**config.mk**
```make
export PLATFORM = sky130hd
export DESIGN_NAME = key_voice_allocator
export DESIGN_NICKNAME = d
export VERILOG_FILES = /design/src/rtl/key_voice_allocator_pkg.sv /design/src/rtl/key_voice_allocator_lsb_pick.sv /design/src/rtl/key_voice_allocator.sv
export SDC_FILE = /design/constraint.sdc
export NUM_CORES = 1
export LEC_CHECK = 0
export BUFFER_PORTS_ARGS = -buffer_cell sky130_fd_sc_hd__buf_2
export CAP_MARGIN = 20
export CORE_MARGIN = 8
export CORE_UTILIZATION = 44
export DETAILED_ROUTE_END_ITERATION = 8
export MAX_ROUTING_LAYER = met4
export PLACE_DENSITY = 0.7
export SKIP_LAST_GASP = 1
export SLEW_MARGIN = 20
export SYNTH_ARGS = -nofsm -noshare
export SYNTH_HDL_FRONTEND = slang
export SYNTH_SLANG_ARGS = --single-unit
```
**constraint.sdc**
```tcl
create_clock -name clk -period 12.3 [get_ports clk]
set_input_delay 1.845 -clock clk [delete_from_list [all_inputs] [get_ports clk]]
set_output_delay 1.845 -clock clk [all_outputs]
set_load 0.01 [all_outputs]
```
**src/rtl/key_voice_allocator_pkg.sv**
```systemverilog
// Shared defaults and types for the key-to-voice allocator.
package key_voice_allocator_pkg;

  localparam int DEF_NUM_KEYS   = 8;
  localparam int DEF_NUM_VOICES = 4;
  localparam int DEF_KEY_W      = 3;
  localparam int DEF_AGE_W      = 4;

  typedef enum logic {
    ST_IDLE  = 1'b0,
    ST_SERVE = 1'b1
  } alloc_state_t;

endpackage

```
**src/rtl/key_voice_allocator_lsb_pick.sv**
```systemverilog
// Lowest-set-bit picker: one-hot of the lowest set bit, its index, and any-set flag.
module lsb_pick #(
  parameter int W  = 8,
  parameter int IW = (W > 1) ? $clog2(W) : 1
) (
  input  logic [W-1:0]  vec,
  output logic [W-1:0]  onehot,
  output logic [IW-1:0] idx,
  output logic          valid
);

  // Scan from the top down so the lowest set bit is the last one written.
  always_comb begin
    onehot = '0;
    idx    = '0;
    valid  = |vec;
    for (int i = W - 1; i >= 0; i--) begin
      if (vec[i]) begin
        onehot    = '0;
        onehot[i] = 1'b1;
        idx       = IW'(i);
      end
    end
  end

endmodule

```
**src/rtl/key_voice_allocator.sv**
```systemverilog
// Assigns pressed keys to a small pool of tone-generator voices, one event per clock,
// stealing the oldest voice when the pool is exhausted.
module key_voice_allocator
  import key_voice_allocator_pkg::*;
#(
  parameter int NUM_KEYS   = DEF_NUM_KEYS,
  parameter int NUM_VOICES = DEF_NUM_VOICES,
  parameter int KEY_W      = DEF_KEY_W,
  parameter int AGE_W      = DEF_AGE_W
) (
  input  logic                        clk,
  input  logic                        rst_n,
  input  logic [NUM_KEYS-1:0]         key_press,
  input  logic [NUM_KEYS-1:0]         key_release,
  output logic [NUM_VOICES-1:0]       voice_active,
  output logic [NUM_VOICES*KEY_W-1:0] voice_key,
  output logic [NUM_VOICES-1:0]       voice_start,
  output logic [NUM_VOICES-1:0]       voice_stop,
  output logic                        steal,
  output logic                        busy
);

  localparam int VOICE_W = (NUM_VOICES > 1) ? $clog2(NUM_VOICES) : 1;
  localparam logic [AGE_W-1:0] AGE_MAX = {AGE_W{1'b1}};

  alloc_state_t state, state_nxt;

  logic [NUM_KEYS-1:0]   pend_press, pend_release;
  logic [NUM_KEYS-1:0]   pend_press_nxt, pend_release_nxt;
  logic [KEY_W-1:0]      keys [NUM_VOICES];
  logic [AGE_W-1:0]      ages [NUM_VOICES];

  logic [NUM_KEYS-1:0]   rel_oh, prs_oh;
  logic [KEY_W-1:0]      rel_idx, prs_idx;
  logic                  rel_valid, prs_valid;
  logic [NUM_VOICES-1:0] free_oh;
  logic [VOICE_W-1:0]    free_idx;
  logic                  free_valid;

  logic                  do_release, do_press;
  logic [KEY_W-1:0]      target_key;
  logic                  match_valid;
  logic [VOICE_W-1:0]    match_idx, oldest_idx, press_voice;
  logic [NUM_VOICES-1:0] match_oh, oldest_oh, press_oh;
  logic [AGE_W-1:0]      oldest_age;
  logic                  press_steal;

  lsb_pick #(.W(NUM_KEYS), .IW(KEY_W)) u_pick_release (
    .vec    (pend_release),
    .onehot (rel_oh),
    .idx    (rel_idx),
    .valid  (rel_valid)
  );

  lsb_pick #(.W(NUM_KEYS), .IW(KEY_W)) u_pick_press (
    .vec    (pend_press),
    .onehot (prs_oh),
    .idx    (prs_idx),
    .valid  (prs_valid)
  );

  lsb_pick #(.W(NUM_VOICES), .IW(VOICE_W)) u_pick_free (
    .vec    (~voice_active),
    .onehot (free_oh),
    .idx    (free_idx),
    .valid  (free_valid)
  );

  assign busy = (|pend_press) | (|pend_release);

  for (genvar g = 0; g < NUM_VOICES; g++) begin : g_key_out
    assign voice_key[g*KEY_W +: KEY_W] = keys[g];
  end

  // Releases always beat presses; a fresh pulse on the serviced bit keeps it pending.
  always_comb begin
    state_nxt  = state;
    do_release = 1'b0;
    do_press   = 1'b0;
    if (state == ST_SERVE) begin
      do_release = rel_valid;
      do_press   = !rel_valid && prs_valid;
    end
    pend_release_nxt = (pend_release & ~(do_release ? rel_oh : '0)) | key_release;
    pend_press_nxt   = (pend_press   & ~(do_press   ? prs_oh : '0)) | key_press;
    case (state)
      ST_IDLE:  if ((|pend_release_nxt) || (|pend_press_nxt)) state_nxt = ST_SERVE;
      ST_SERVE: if (!(|pend_release_nxt) && !(|pend_press_nxt)) state_nxt = ST_IDLE;
      default:  state_nxt = ST_IDLE;
    endcase
  end

  // Voice lookup for the event being serviced: holder of the key, else free, else oldest.
  always_comb begin
    target_key  = do_release ? rel_idx : prs_idx;
    match_valid = 1'b0;
    match_idx   = '0;
    match_oh    = '0;
    for (int v = NUM_VOICES - 1; v >= 0; v--) begin
      if (voice_active[v] && keys[v] == target_key) begin
        match_valid = 1'b1;
        match_idx   = VOICE_W'(v);
        match_oh    = '0;
        match_oh[v] = 1'b1;
      end
    end
    oldest_idx   = '0;
    oldest_age   = ages[0];
    oldest_oh    = '0;
    for (int v = 1; v < NUM_VOICES; v++) begin
      if (ages[v] > oldest_age) begin
        oldest_idx = VOICE_W'(v);
        oldest_age = ages[v];
      end
    end
    oldest_oh[oldest_idx] = 1'b1;
    press_steal = 1'b0;
    if (match_valid) begin
      press_voice = match_idx;
      press_oh    = match_oh;
    end else if (free_valid) begin
      press_voice = free_idx;
      press_oh    = free_oh;
    end else begin
      press_voice = oldest_idx;
      press_oh    = oldest_oh;
      press_steal = 1'b1;
    end
  end

  always_ff @(posedge clk or negedge rst_n) begin
    if (!rst_n) begin
      state        <= ST_IDLE;
      pend_press   <= '0;
      pend_release <= '0;
      voice_active <= '0;
      voice_start  <= '0;
      voice_stop   <= '0;
      steal        <= 1'b0;
      for (int v = 0; v < NUM_VOICES; v++) begin
        keys[v] <= '0;
        ages[v] <= '0;
      end
    end else begin
      state        <= state_nxt;
      pend_press   <= pend_press_nxt;
      pend_release <= pend_release_nxt;
      voice_start  <= '0;
      voice_stop   <= '0;
      steal        <= 1'b0;
      if (do_release && match_valid) begin
        voice_active[match_idx] <= 1'b0;
        voice_stop[match_idx]   <= 1'b1;
        ages[match_idx]         <= '0;
      end
      // Every other sounding voice grows one step older on each press.
      if (do_press) begin
        for (int v = 0; v < NUM_VOICES; v++) begin
          if (voice_active[v] && !press_oh[v] && ages[v] != AGE_MAX) begin
            ages[v] <= ages[v] + 1'b1;
          end
        end
        voice_active[press_voice] <= 1'b1;
        keys[press_voice]         <= prs_idx;
        ages[press_voice]         <= '0;
        voice_start[press_voice]  <= 1'b1;
        steal                     <= press_steal;
      end
    end
  end

endmodule
```
==> results.ini <==
[outcome]
status=finished clean

[global_routing]
antenna_found_initial=0
gr-total-overflow=0
track_usage_pct=17.4
grt_start_max_net_pins=59
grt_pass1_wl_um=15700
first_global_vias=3219

[min_path]
hold_start=voice_key[1]
min_to=voice_key[1]
min_path_cells=1
hold_path.class=reg2reg

[route]
num_vias=3170
final_antenna_net_count=0
route.detailed.drc=0
wl_per_cell_um=17.1
vias_per_cell=5.88
drtPass1Iterations=4
drt_wl_total_um=9230
drtIter0Drc=109

[synth]
synthCells=382
netlist-cell-type-count=63
ys_seq_elements=58
synthArstFlopShare_pct=100
syn_avg_cell_area_um2=9.62
synth_fp_nets=416
syn_area_mm2=0.00368
synth-edff-count=0
ys_seq_area_share_pct=39.5
synth_ff_type=dfrtp_1
yosys_warnings=0

[cells_and_area]
syn_to_final_growth_pct=14.6
finalNetCount=463
diodes=0
multi_input_comb_area_mm2=0.00210
drive_gt1_share_pct=22.6
regArea_mm2=0.00145
nFillCells=764

[clock_network]
cts_buffers=9
cts_setup_buffers=0
clk_pin_slew_ns=0.07
cts_sinks=58
cts_resized=0
clockRootBuffer=clkbuf_8
clk_latency_ns=0.34
cts.htree.levels=3
clock_tree.buffer_depth=2
tritoncts=built
cts_hold_buf=0

[floorplanning]
core_mm2=0.00818
die_w_um=107
die_h_um=107
row_count=33
initial_utilization_pct=45.0
ios=44
die_area_mm2=0.0115

[power_and_ir_drop]
p_seq_share_pct=44.7
clkPwrFrac_pct=52.4
p_sw_share_pct=20.6
power_density_mw_per_mm2=102
combPwrFrac_pct=2.9
peakVddDrop_mv=0.0900
netSwitchingPower_uw=88.7
p_int_uw=342
p_leak_nw=1.83
power_uw=430

[sta]
fin_ws_ns=6.25
finalSetupTns_ns=0
rsz0062_at_grt=no
fin_crit_sh_pct=49.2
worst_pin_slew_ns=0.800
finalSetupViolations=0
slew_headroom_pct=46.6
hold_ws_ns=0.537
fmaxAchievable_mhz=165
min_period_ns=6.05
clock-skew-final_ns=0.0104
drv_slew=0
final_hold_viol_count=0

[placement]
gp_congestion=0.860
io_buffer_count=43
place_ws_ns=6.33
dp_hpwl_um=6810

[setup_path]
start_kind=flop
cp_data_arrival_time_ns=6.27
crit_start=ages[13]
endpoint_kind=flop
r2r_cells=20
cp_max_fo=10
worstSetupPathType=reg2reg
cp.required_ns=12.52
r2r_slack_ns=6.25
crit-reg2reg-launch=ages[13]
r2r-end=voice_key[0]

[job]
maxCapViolations=0

==> layout make-up <==
class / instances / share of cell area, %
sequential: 58 / 34.4
multi-input combinational: 300 / 49.7
tap: 105 / 3.12
clock buffer: 12 / 3.68
timing repair buffer: 44 / 5.29
clock inverter: 4 / 2.32
inverter: 16 / 1.43
==> cell usage in the layout, fill, tap and decap left out, drive strengths merged, types with 2 or more instances in the layout <==
| cell | instances |
|---|---|
| mux2 | 18 |
| ha | 16 |
| nand3 | 26 |
| a21oi | 26 |
| nor4 | 5 |
| nor2 | 23 |
| mux2i | 2 |
| or3 | 13 |
| and2 | 5 |
| nand2 | 20 |
| a21o | 17 |
| and4 | 3 |
| and3 | 6 |
| a31oi | 5 |
| or2 | 7 |
| nand4 | 5 |
| o41ai | 2 |
| o21ai | 19 |
| o221ai | 2 |
| nor3 | 15 |
| o31ai | 6 |
| nand2b | 13 |
| clkbuf | 12 |
| o211ai | 6 |
| or4 | 3 |
| bufinv | 3 |
| nor2b | 12 |
| inv | 16 |
| dfrtp | 58 |
| a21boi | 6 |
| o311ai | 2 |
| buf | 44 |
| o21a | 2 |
==> state kept, by name, summed over array words and instances (netlist names) <==
signal        flops
voice_stop        4
pend_release      8
pend_press        8
voice_active      4
ages             16
voice_start       4
voice_key        12
state             1
steal             1
==> cell usage after synthesis, drive strengths merged, types with 7 or more instances <==
master | number | share of area [%]
ha | 16 | 5.4
o21ai | 19 | 2.9
nor2 | 23 | 2.6
nor2b | 12 | 2.1
or3 | 13 | 2.2
mux2 | 18 | 6.4
a21o | 17 | 3.5
nand3 | 26 | 3.5
or2 | 7 | 1.2
nor3 | 15 | 2.2
inv | 16 | 1.6
nand2 | 20 | 2.0
a21oi | 26 | 3.8
nand2b | 13 | 2.2
dfrtp | 58 | 39
==> power groups by stage <==
stage,combinational (mW),sequential (mW),clock (mW)
floorplan,0.00561,0.196,0
global placement,0.0125,0.196,0
detailed placement,0.0127,0.196,0
CTS,0.0128,0.192,0.228
global route,0.0145,0.193,0.236
finish,0.0125,0.193,0.225
==> metrics by stage <==
stage | cell area [um^2] | utilization [%] | cells
2_1_floorplan | 3680 | - | 382
4_1_cts | 4210 | 51.5 | 539
5_1_grt | 4210 | 51.5 | 539
3_5_place_dp | 3960 | 48.5 | 523
3_3_place_gp | 3960 | 48.5 | 523
6_report | 4210 | 51.5 | 539
==> routing by layer <==
metal | wire [um] | global-route usage (%)
met5 | 0 | -
met4 | 127 | 6.05
met3 | 472 | 5.27
met2 | 4570 | 28.5
met1 | 4070 | 19.9
==> worst max-delay path by stage <==
stage	cells after the start	end	slack, ns
floorplan	20	voice_key[2]	7.17
global placement	17	voice_key[1]	6.53
detailed placement	19	voice_key[0]	6.33
CTS	20	voice_key[0]	6.26
global route	20	voice_key[0]	5.69
finish	20	voice_key[0]	6.25
==> worst max-delay path, cell delays in order (launching register included) <==
cell and delay [ns]:
dfrtp_1 0.39, inv_1 0.08, ha_1 0.28, nor2b_1 0.15, o211ai_1 0.11, a21oi_1 0.57, mux2_2 0.43, ha_1 0.29
and4_1 0.20, a21oi_1 0.47, mux2_2 0.40, ha_1 0.28, o21ai_0 0.16, a21oi_1 0.05, o21ai_0 0.35, o311ai_0 0.20
a21boi_0 0.23, o32ai_1 0.16, a31oi_4 0.27, nor2b_2 0.49, mux2_1 0.37
==> logic make-up (layout without fill, tap and decap cells) <==
family / Yosys count / count (layout) / share of synthesized area, %
fa+ha+maj: 17 / 17 / 5.72
flops: 58 / 58 / 39.5
compound gates: 102 / 102 / 19.8
simple gates: 160 / 160 / 24.3
mux: 20 / 20 / 6.98
buf+inv: 24 / 76 / 3.51
xor+xnor: 1 / 1 / 0.238
No activity file was read; power rests on OpenSTA's default activity.
